<file path="src/rtl/fpu_arbiter.sv">
// -----------------------------------------------------------------------------
// fpu_arbiter -- shares a single fpu_core between two requesters.
//
// Accepts one request at a time from two requesters. When both are valid in
// the same cycle, the one that was not granted last wins (round-robin). The
// operation is issued to the fpu_core with a one-cycle fpu_start pulse. The
// result is captured when the core drops fpu_busy. It is then returned to the
// granted requester only.
//
// Optional feature (macro FPU_ARB_TIMEOUT_EN):
//   When defined, a watchdog counts WAIT cycles. If TO_CYCLES is reached while
//   fpu_busy is still high, the arbiter returns rsp_err=1 with rsp_result=0.
//   When undefined, WAIT is unbounded and rsp_err stays 0.
//
// Handshake semantics (all channels): a transfer happens on a rising clk edge
// where both valid and ready are 1. The request side is Mealy: req_ready is
// raised combinationally in IDLE for the single granted requester. The
// response side holds rsp_valid/rsp_result stable until the granted
// requester's rsp_ready.
//
// Ports:
//   clk, rst                 clock, asynchronous active-low reset
//   req_valid/req_ready[1:0] per-requester request handshake
//   req_op0/1, req_a0/1,
//   req_b0/1                 request payloads
//   rsp_valid/rsp_ready[1:0] per-requester response handshake
//   rsp_result, rsp_err      response payload (shared)
//   fpu_start/op/a/b         issue to fpu_core
//   fpu_busy, fpu_result     status/result from fpu_core
//   dbg_state                current FSM state (IDLE=0, ISSUE=1, WAIT=2, RESP=3)
// -----------------------------------------------------------------------------
package fpu_p;
  localparam int unsigned FPU_32 = 32;
  typedef enum logic [1:0] {
    FPU_ADD = 2'd0,
    FPU_SUB = 2'd1,
    FPU_MUL = 2'd2,
    FPU_DIV = 2'd3
  } Operation;
endpackage

module fpu_arbiter #(
  parameter int unsigned WIDTH     = fpu_p::FPU_32,
  parameter int unsigned TO_CYCLES = 64
) (
  input  logic              clk,
  input  logic              rst,
  input  logic [1:0]        req_valid,
  output logic [1:0]        req_ready,
  input  fpu_p::Operation   req_op0,
  input  fpu_p::Operation   req_op1,
  input  logic [WIDTH-1:0]  req_a0,
  input  logic [WIDTH-1:0]  req_b0,
  input  logic [WIDTH-1:0]  req_a1,
  input  logic [WIDTH-1:0]  req_b1,
  output logic [1:0]        rsp_valid,
  input  logic [1:0]        rsp_ready,
  output logic [WIDTH-1:0]  rsp_result,
  output logic              rsp_err,
  output logic              fpu_start,
  output fpu_p::Operation   fpu_op,
  output logic [WIDTH-1:0]  fpu_a,
  output logic [WIDTH-1:0]  fpu_b,
  input  logic              fpu_busy,
  input  logic [WIDTH-1:0]  fpu_result,
  output logic [1:0]        dbg_state
);

  typedef enum logic [1:0] {
    IDLE  = 2'd0,
    ISSUE = 2'd1,
    WAIT  = 2'd2,
    RESP  = 2'd3
  } state_e;

  state_e           state_q, state_d;
  logic             gnt_q, gnt_d;       // requester owning the in-flight op
  logic             last_q, last_d;     // requester granted most recently
  fpu_p::Operation  op_q, op_d;
  logic [WIDTH-1:0] a_q, a_d;
  logic [WIDTH-1:0] b_q, b_d;
  logic             start_q, start_d;
  logic [1:0]       rsp_valid_q, rsp_valid_d;
  logic [WIDTH-1:0] result_q, result_d;
  logic             err_q, err_d;
  logic             first_q, first_d;   // first WAIT cycle: fpu_busy not yet meaningful
  logic             sel;

`ifdef FPU_ARB_TIMEOUT_EN
  localparam int unsigned CNT_W = $clog2(TO_CYCLES + 1);
  logic [CNT_W-1:0] cnt_q, cnt_d;
`endif

  always_comb begin
    state_d     = state_q;
    gnt_d       = gnt_q;
    last_d      = last_q;
    op_d        = op_q;
    a_d         = a_q;
    b_d         = b_q;
    start_d     = start_q;
    rsp_valid_d = rsp_valid_q;
    result_d    = result_q;
    err_d       = err_q;
    first_d     = first_q;
    req_ready   = 2'b00;
    sel         = 1'b0;
`ifdef FPU_ARB_TIMEOUT_EN
    cnt_d       = cnt_q;
`endif

    unique case (state_q)
      IDLE: begin
        if (|req_valid) begin
          // Contention goes to whoever did not win last time.
          sel       = (req_valid == 2'b11) ? ~last_q : req_valid[1];
          req_ready = sel ? 2'b10 : 2'b01;
          gnt_d     = sel;
          last_d    = sel;
          op_d      = sel ? req_op1 : req_op0;
          a_d       = sel ? req_a1  : req_a0;
          b_d       = sel ? req_b1  : req_b0;
          err_d     = 1'b0;
          start_d   = 1'b1;
          state_d   = ISSUE;
        end
      end

      ISSUE: begin
        start_d = 1'b0;
        first_d = 1'b1;
`ifdef FPU_ARB_TIMEOUT_EN
        cnt_d   = '0;
`endif
        state_d = WAIT;
      end

      WAIT: begin
        first_d = 1'b0;
`ifdef FPU_ARB_TIMEOUT_EN
        cnt_d   = cnt_q + CNT_W'(1);
`endif
        // The core may not have raised busy yet in the first WAIT cycle.
        if (!first_q && !fpu_busy) begin
          result_d    = fpu_result;
          rsp_valid_d = gnt_q ? 2'b10 : 2'b01;
          state_d     = RESP;
        end
`ifdef FPU_ARB_TIMEOUT_EN
        else if (fpu_busy && (32'(cnt_d) >= TO_CYCLES)) begin
          result_d    = '0;
          err_d       = 1'b1;
          rsp_valid_d = gnt_q ? 2'b10 : 2'b01;
          state_d     = RESP;
        end
`endif
      end

      RESP: begin
        // The other requester's rsp_ready is deliberately not looked at.
        if (rsp_ready[gnt_q]) begin
          rsp_valid_d = 2'b00;
          state_d     = IDLE;
        end
      end

      default: state_d = IDLE;
    endcase
  end

  always_ff @(posedge clk or negedge rst) begin
    if (!rst) begin
      state_q     <= IDLE;
      gnt_q       <= 1'b0;
      last_q      <= 1'b1;
      op_q        <= fpu_p::FPU_ADD;
      a_q         <= '0;
      b_q         <= '0;
      start_q     <= 1'b0;
      rsp_valid_q <= 2'b00;
      result_q    <= '0;
      err_q       <= 1'b0;
      first_q     <= 1'b0;
`ifdef FPU_ARB_TIMEOUT_EN
      cnt_q       <= '0;
`endif
    end else begin
      state_q     <= state_d;
      gnt_q       <= gnt_d;
      last_q      <= last_d;
      op_q        <= op_d;
      a_q         <= a_d;
      b_q         <= b_d;
      start_q     <= start_d;
      rsp_valid_q <= rsp_valid_d;
      result_q    <= result_d;
      err_q       <= err_d;
      first_q     <= first_d;
`ifdef FPU_ARB_TIMEOUT_EN
      cnt_q       <= cnt_d;
`endif
    end
  end

  assign fpu_start  = start_q;
  assign fpu_op     = op_q;
  assign fpu_a      = a_q;
  assign fpu_b      = b_q;
  assign rsp_valid  = rsp_valid_q;
  assign rsp_result = result_q;
  assign rsp_err    = err_q;
  assign dbg_state  = state_q;

endmodule

</file>
<file path="config.mk">
export PLATFORM = sky130hd
export DESIGN_NAME = fpu_arbiter
export DESIGN_NICKNAME = d
export VERILOG_FILES = /design/src/rtl/fpu_arbiter.sv
export SDC_FILE = /design/constraint.sdc
export NUM_CORES = 1
export LEC_CHECK = 0
export CORE_AREA = 2 2 108 110
export CTS_CLUSTER_DIAMETER = 150
export CTS_CLUSTER_SIZE = 20
export DETAILED_ROUTE_END_ITERATION = 7
export DIE_AREA = 0 0 110 112
export DONT_BUFFER_PORTS = 1
export PLACE_DENSITY_LB_ADDON = 0.08
export SLEW_MARGIN = 20
export SYNTH_ARGS = -nofsm -noshare
export SYNTH_HDL_FRONTEND = slang
export SYNTH_SLANG_ARGS = --single-unit
</file>
<file path="constraint.sdc">
create_clock -name clk -period 2.1 [get_ports clk]
set_clock_uncertainty 0.2 [all_clocks]
set_input_delay 0.42 -clock clk [delete_from_list [all_inputs] [get_ports clk]]
set_output_delay 0.42 -clock clk [all_outputs]
set_load 0.01 [all_outputs]
</file>
==> metrics.md <==
| Metric | Value |
|---|---|
| Outcome | `finished with violations` |
| Violations in the final reports | `hold timing` |
| Max Slew Vio Count | `0` |
| Avg Cell Area, Syn | `around 13 sq um` |
| Die width | `between 100 and 150 um` |
| Area grow syn2layout | `15.20%` |
| First-pass DRT Iterations | `4` |
| Hold Worst Slack | `-434.5 ps` |
| Max Fclk | `0.4988 GHz` |
| Top post-synthesis cells by area | `dfrtp_1 (57%), mux2_1 (8.1%), a221o_1 (8.0%), mux2i_1 (6.7%), and3_1 (5.0%)` |
| Via-to-Cell Ratio | `between 5 and 6` |
| CTS Root Cell | `clkbuf_16` |
| Largest net degree at the start of global routing | `107` |
| Most common cell in the synthesized netlist | `dfrtp_1` |
| Max-cap violations | `0` |
| Final worst path period share | `0.9547` |
| Peak supply drop | `0.0006624 V` |
| Buf+Inv Stages, Crit Path | `0` |
| Reg power frac | `0.507` |
| Final total power | `0.008424 W` |
| Setup TNS | `0 ps` |
| Crit-path slowest cell | `dfstp_2` |
| Final setup vio count | `0` |
| Synth Instances | `~370` |
| I/O pins | `277` |
| Vias in the first global route | `2,990` |
| DRT iter0 DRCs | `approximately 180` |
| Int Pwr | `between 0.005 and 0.006 W` |
| NumNets Final | `~560` |
| Initial antenna violation count | `4` |
| Async S/R FF share, synth | `1.000` |
| RSZ-0062 raised after global routing | `false` |
| Synth top cells by count | `dfrtp_1 (105), a221o_1 (37), and3_1 (37), mux2_1 (33)` |
| Pwr/cell area | `1586 mW/mm^2` |
| Share of layout cells above drive strength 1 | `0.1016` |
| Clk buf depth | `2` |
| CTS H-tree depth | `3` |
| Final worst slack | `95.19 ps` |
| Mapped Area | `0.004611 sq mm` |
| Avg WL per Cell | `roughly 22 um` |
| Post-synth top area cell | `dfrtp_1` |
| Hold Vio Cnt, Final | `around 110` |
| R2r setup slk | `approximately 150 ps` |
| Port buffer count | `0` |
| Number of flops mapped to enable cells by yosys | `0` |
| HP Class | `primary input to asynchronous set/reset pin` |
| Crit-path max cell delay | `approximately 390 ps` |
| CP Class | `register to output port` |
| Req. time, crit path | `1480 ps` |
| Syn Nets | `between 500 and 600` |
| Crit path max-delay family | `flip-flops` |
| Vias | `between 3k and 4k` |
| Clock Sinks | `approximately 110` |
| Crit path time final | `roughly 2000 ps` |
| Clock share of power | `0.217` |
| Synth unique cells | `31` |
| Routed wire length | `roughly 12 mm` |
| Worst r2r src | `dbg_state[1]` |
| Initial core utilization | `0.4126` |
| CTS tree | `built` |
| GRT Residual Overflow | `0` |
| Worst-path clk slew | `70 ps` |
| WP data arrival | `1380 ps` |
| Global Route Usage Sum | `0.1870` |
| Core area | `around 0.011 sq mm` |
| Routed Antenna Nets | `0` |
| Switching share of power | `0.3667` |
| Switching power total | `~0.0031 W` |
| Dpl ws | `195.7 ps` |
| DRC Markers | `0` |
| Die area | `around 0.012 sq mm` |
| Site row count | `39` |
| Top-area cell type share of the netlist area | `0.5699` |
| Critical Path Start Type | `register` |
| Reg2reg path depth | `5` |
| Routability cong. | `just under 0.8` |
| Detailed Place HPWL | `approximately 8.6 mm` |
| Clk Latency, worst-skew pair | `~340 ps` |
| First-pass GRT wire length | `approximately 17 mm` |
| Leakage | `2.497 nW` |
| Synthesized flop and latch total | `~110` |
| Logic pwr share | `0.276` |
| Critical Path Fanout Max | `11` |
| Crit-path cells | `a21boi_4, and2_2` |
| CP endpoint kind | `output port` |
| Die height | `roughly 110 um` |
| Reg2reg end | `dbg_state[1]` |
| TritonCTS Buffers | `9` |
| Register area share after synthesis | `0.5756` |
| Ys flop type | `dfrtp_1` |
| Synth Warn # | `0` |
## cell type report
type	instances	area, sq um
fill	1028	5863
sequential	106	2654
multi-input combinational	225	1800
timing repair buffer	32	321.6
clock buffer	10	239.0
tap	143	178.9
clock inverter	6	88.84
inverter	5	18.77
antenna	4	10.01
## state kept, by name, summed over array words and instances, names as in the netlist
name        count
fpu_a          32
fpu_b          32
rsp_result     32
dbg_state       2
fpu_op          2
rsp_valid       2
first_q         1
fpu_start       1
gnt_q           1
last_q          1
## power by group through the flow
| stage | logic [W] | registers (W) | clock network (W) |
|---|---|---|---|
| 2_1_floorplan | 0.00181 | 0.00402 | 0 |
| 3_3_place_gp | 0.00220 | 0.00431 | 0 |
| 3_5_place_dp | 0.00228 | 0.00432 | 0 |
| 4_1_cts | 0.00229 | 0.00429 | 0.00187 |
| 5_1_grt | 0.00262 | 0.00440 | 0.00197 |
| 6_report | 0.00233 | 0.00427 | 0.00183 |
## kinds of logic (layout without fill, tap and decap cells)
group                      count (synthesis)  after routing  share of synthesized area
adders and majority gates                  5              5                    0.01357
other                                      1              5                  0.0008133
buffers and inverters                     35             53                    0.04315
AOI/OAI and AO/OA                         80             80                     0.1343
muxes                                     64             64                     0.1479
DFF                                      106            106                     0.5756
and+or+nand+nor                           75             75                    0.08467
## metrics by stage
step,area [sq um],utilization,std cells
after floorplan,4611,-,366
after global placement,4781,0.4278,493
after detailed placement,4781,0.4278,493
after CTS,5177,0.4633,516
after global routing,5306,0.4749,529
final,5311,0.4753,531
## what timing repair did
action,CTS,global route
setup endpoints to repair,2,21
endpoints found under the hold margin,112,116
gates cloned,0,0
hold buffers,6,10
buffers inserted,1,1
gates resized for setup,1,3
## layout by cell type, fill, tap and decap left out, types with 2 or more instances in the layout
cell           synthesis  routed
and3_1                37      37
bufinv_16              0       2
diode_2                0       4
o21ai_1               29      29
nor2_1                 3       2
a21oi_1                3       3
mux2i_1               31      31
nand2_1               31      31
inv_1                  5       5
clkbuf_16              0       9
a221o_1               37      37
o22a_1                 2       2
ha_1                   5       4
dfrtp_1              105     105
clkinvlp_4             0       2
dlygate4sd3_1          0      16
o22ai_1                2       2
buf_4                  5      12
mux2_1                33      33
buf_12                 0       3
## how the worst max path moves through the flow
stage                            start              to  slack, ps  depth (start not counted)
after global routing            last_q    req_ready[1]         10                          2
final                           last_q    req_ready[1]        100                          2
after detailed placement  dbg_state[1]        fpu_a[5]        200                          5
after floorplan           dbg_state[0]  rsp_result[10]        160                          5
after CTS                 dbg_state[1]    req_ready[0]        0.7                          5
after global placement    dbg_state[1]       fpu_a[10]        240                          5
## worst reg2reg max path: cells and delay by family (launching register included)
family	cells	cell delay (ps)
buffers and inverters	2	280
DFF	1	410
muxes	1	350
adders and majority gates	1	220
AOI/OAI and AO/OA	1	370
## metal layers
| metal | global-route usage | part of all wire |
|---|---|---|
| met5 | 0 | 0 |
| met4 | 0.05654 | 0.012 |
| met3 | 0.09368 | 0.13 |
| met2 | 0.2978 | 0.47 |
| met1 | 0.2198 | 0.38 |
Power figures use the tool's default switching activity.
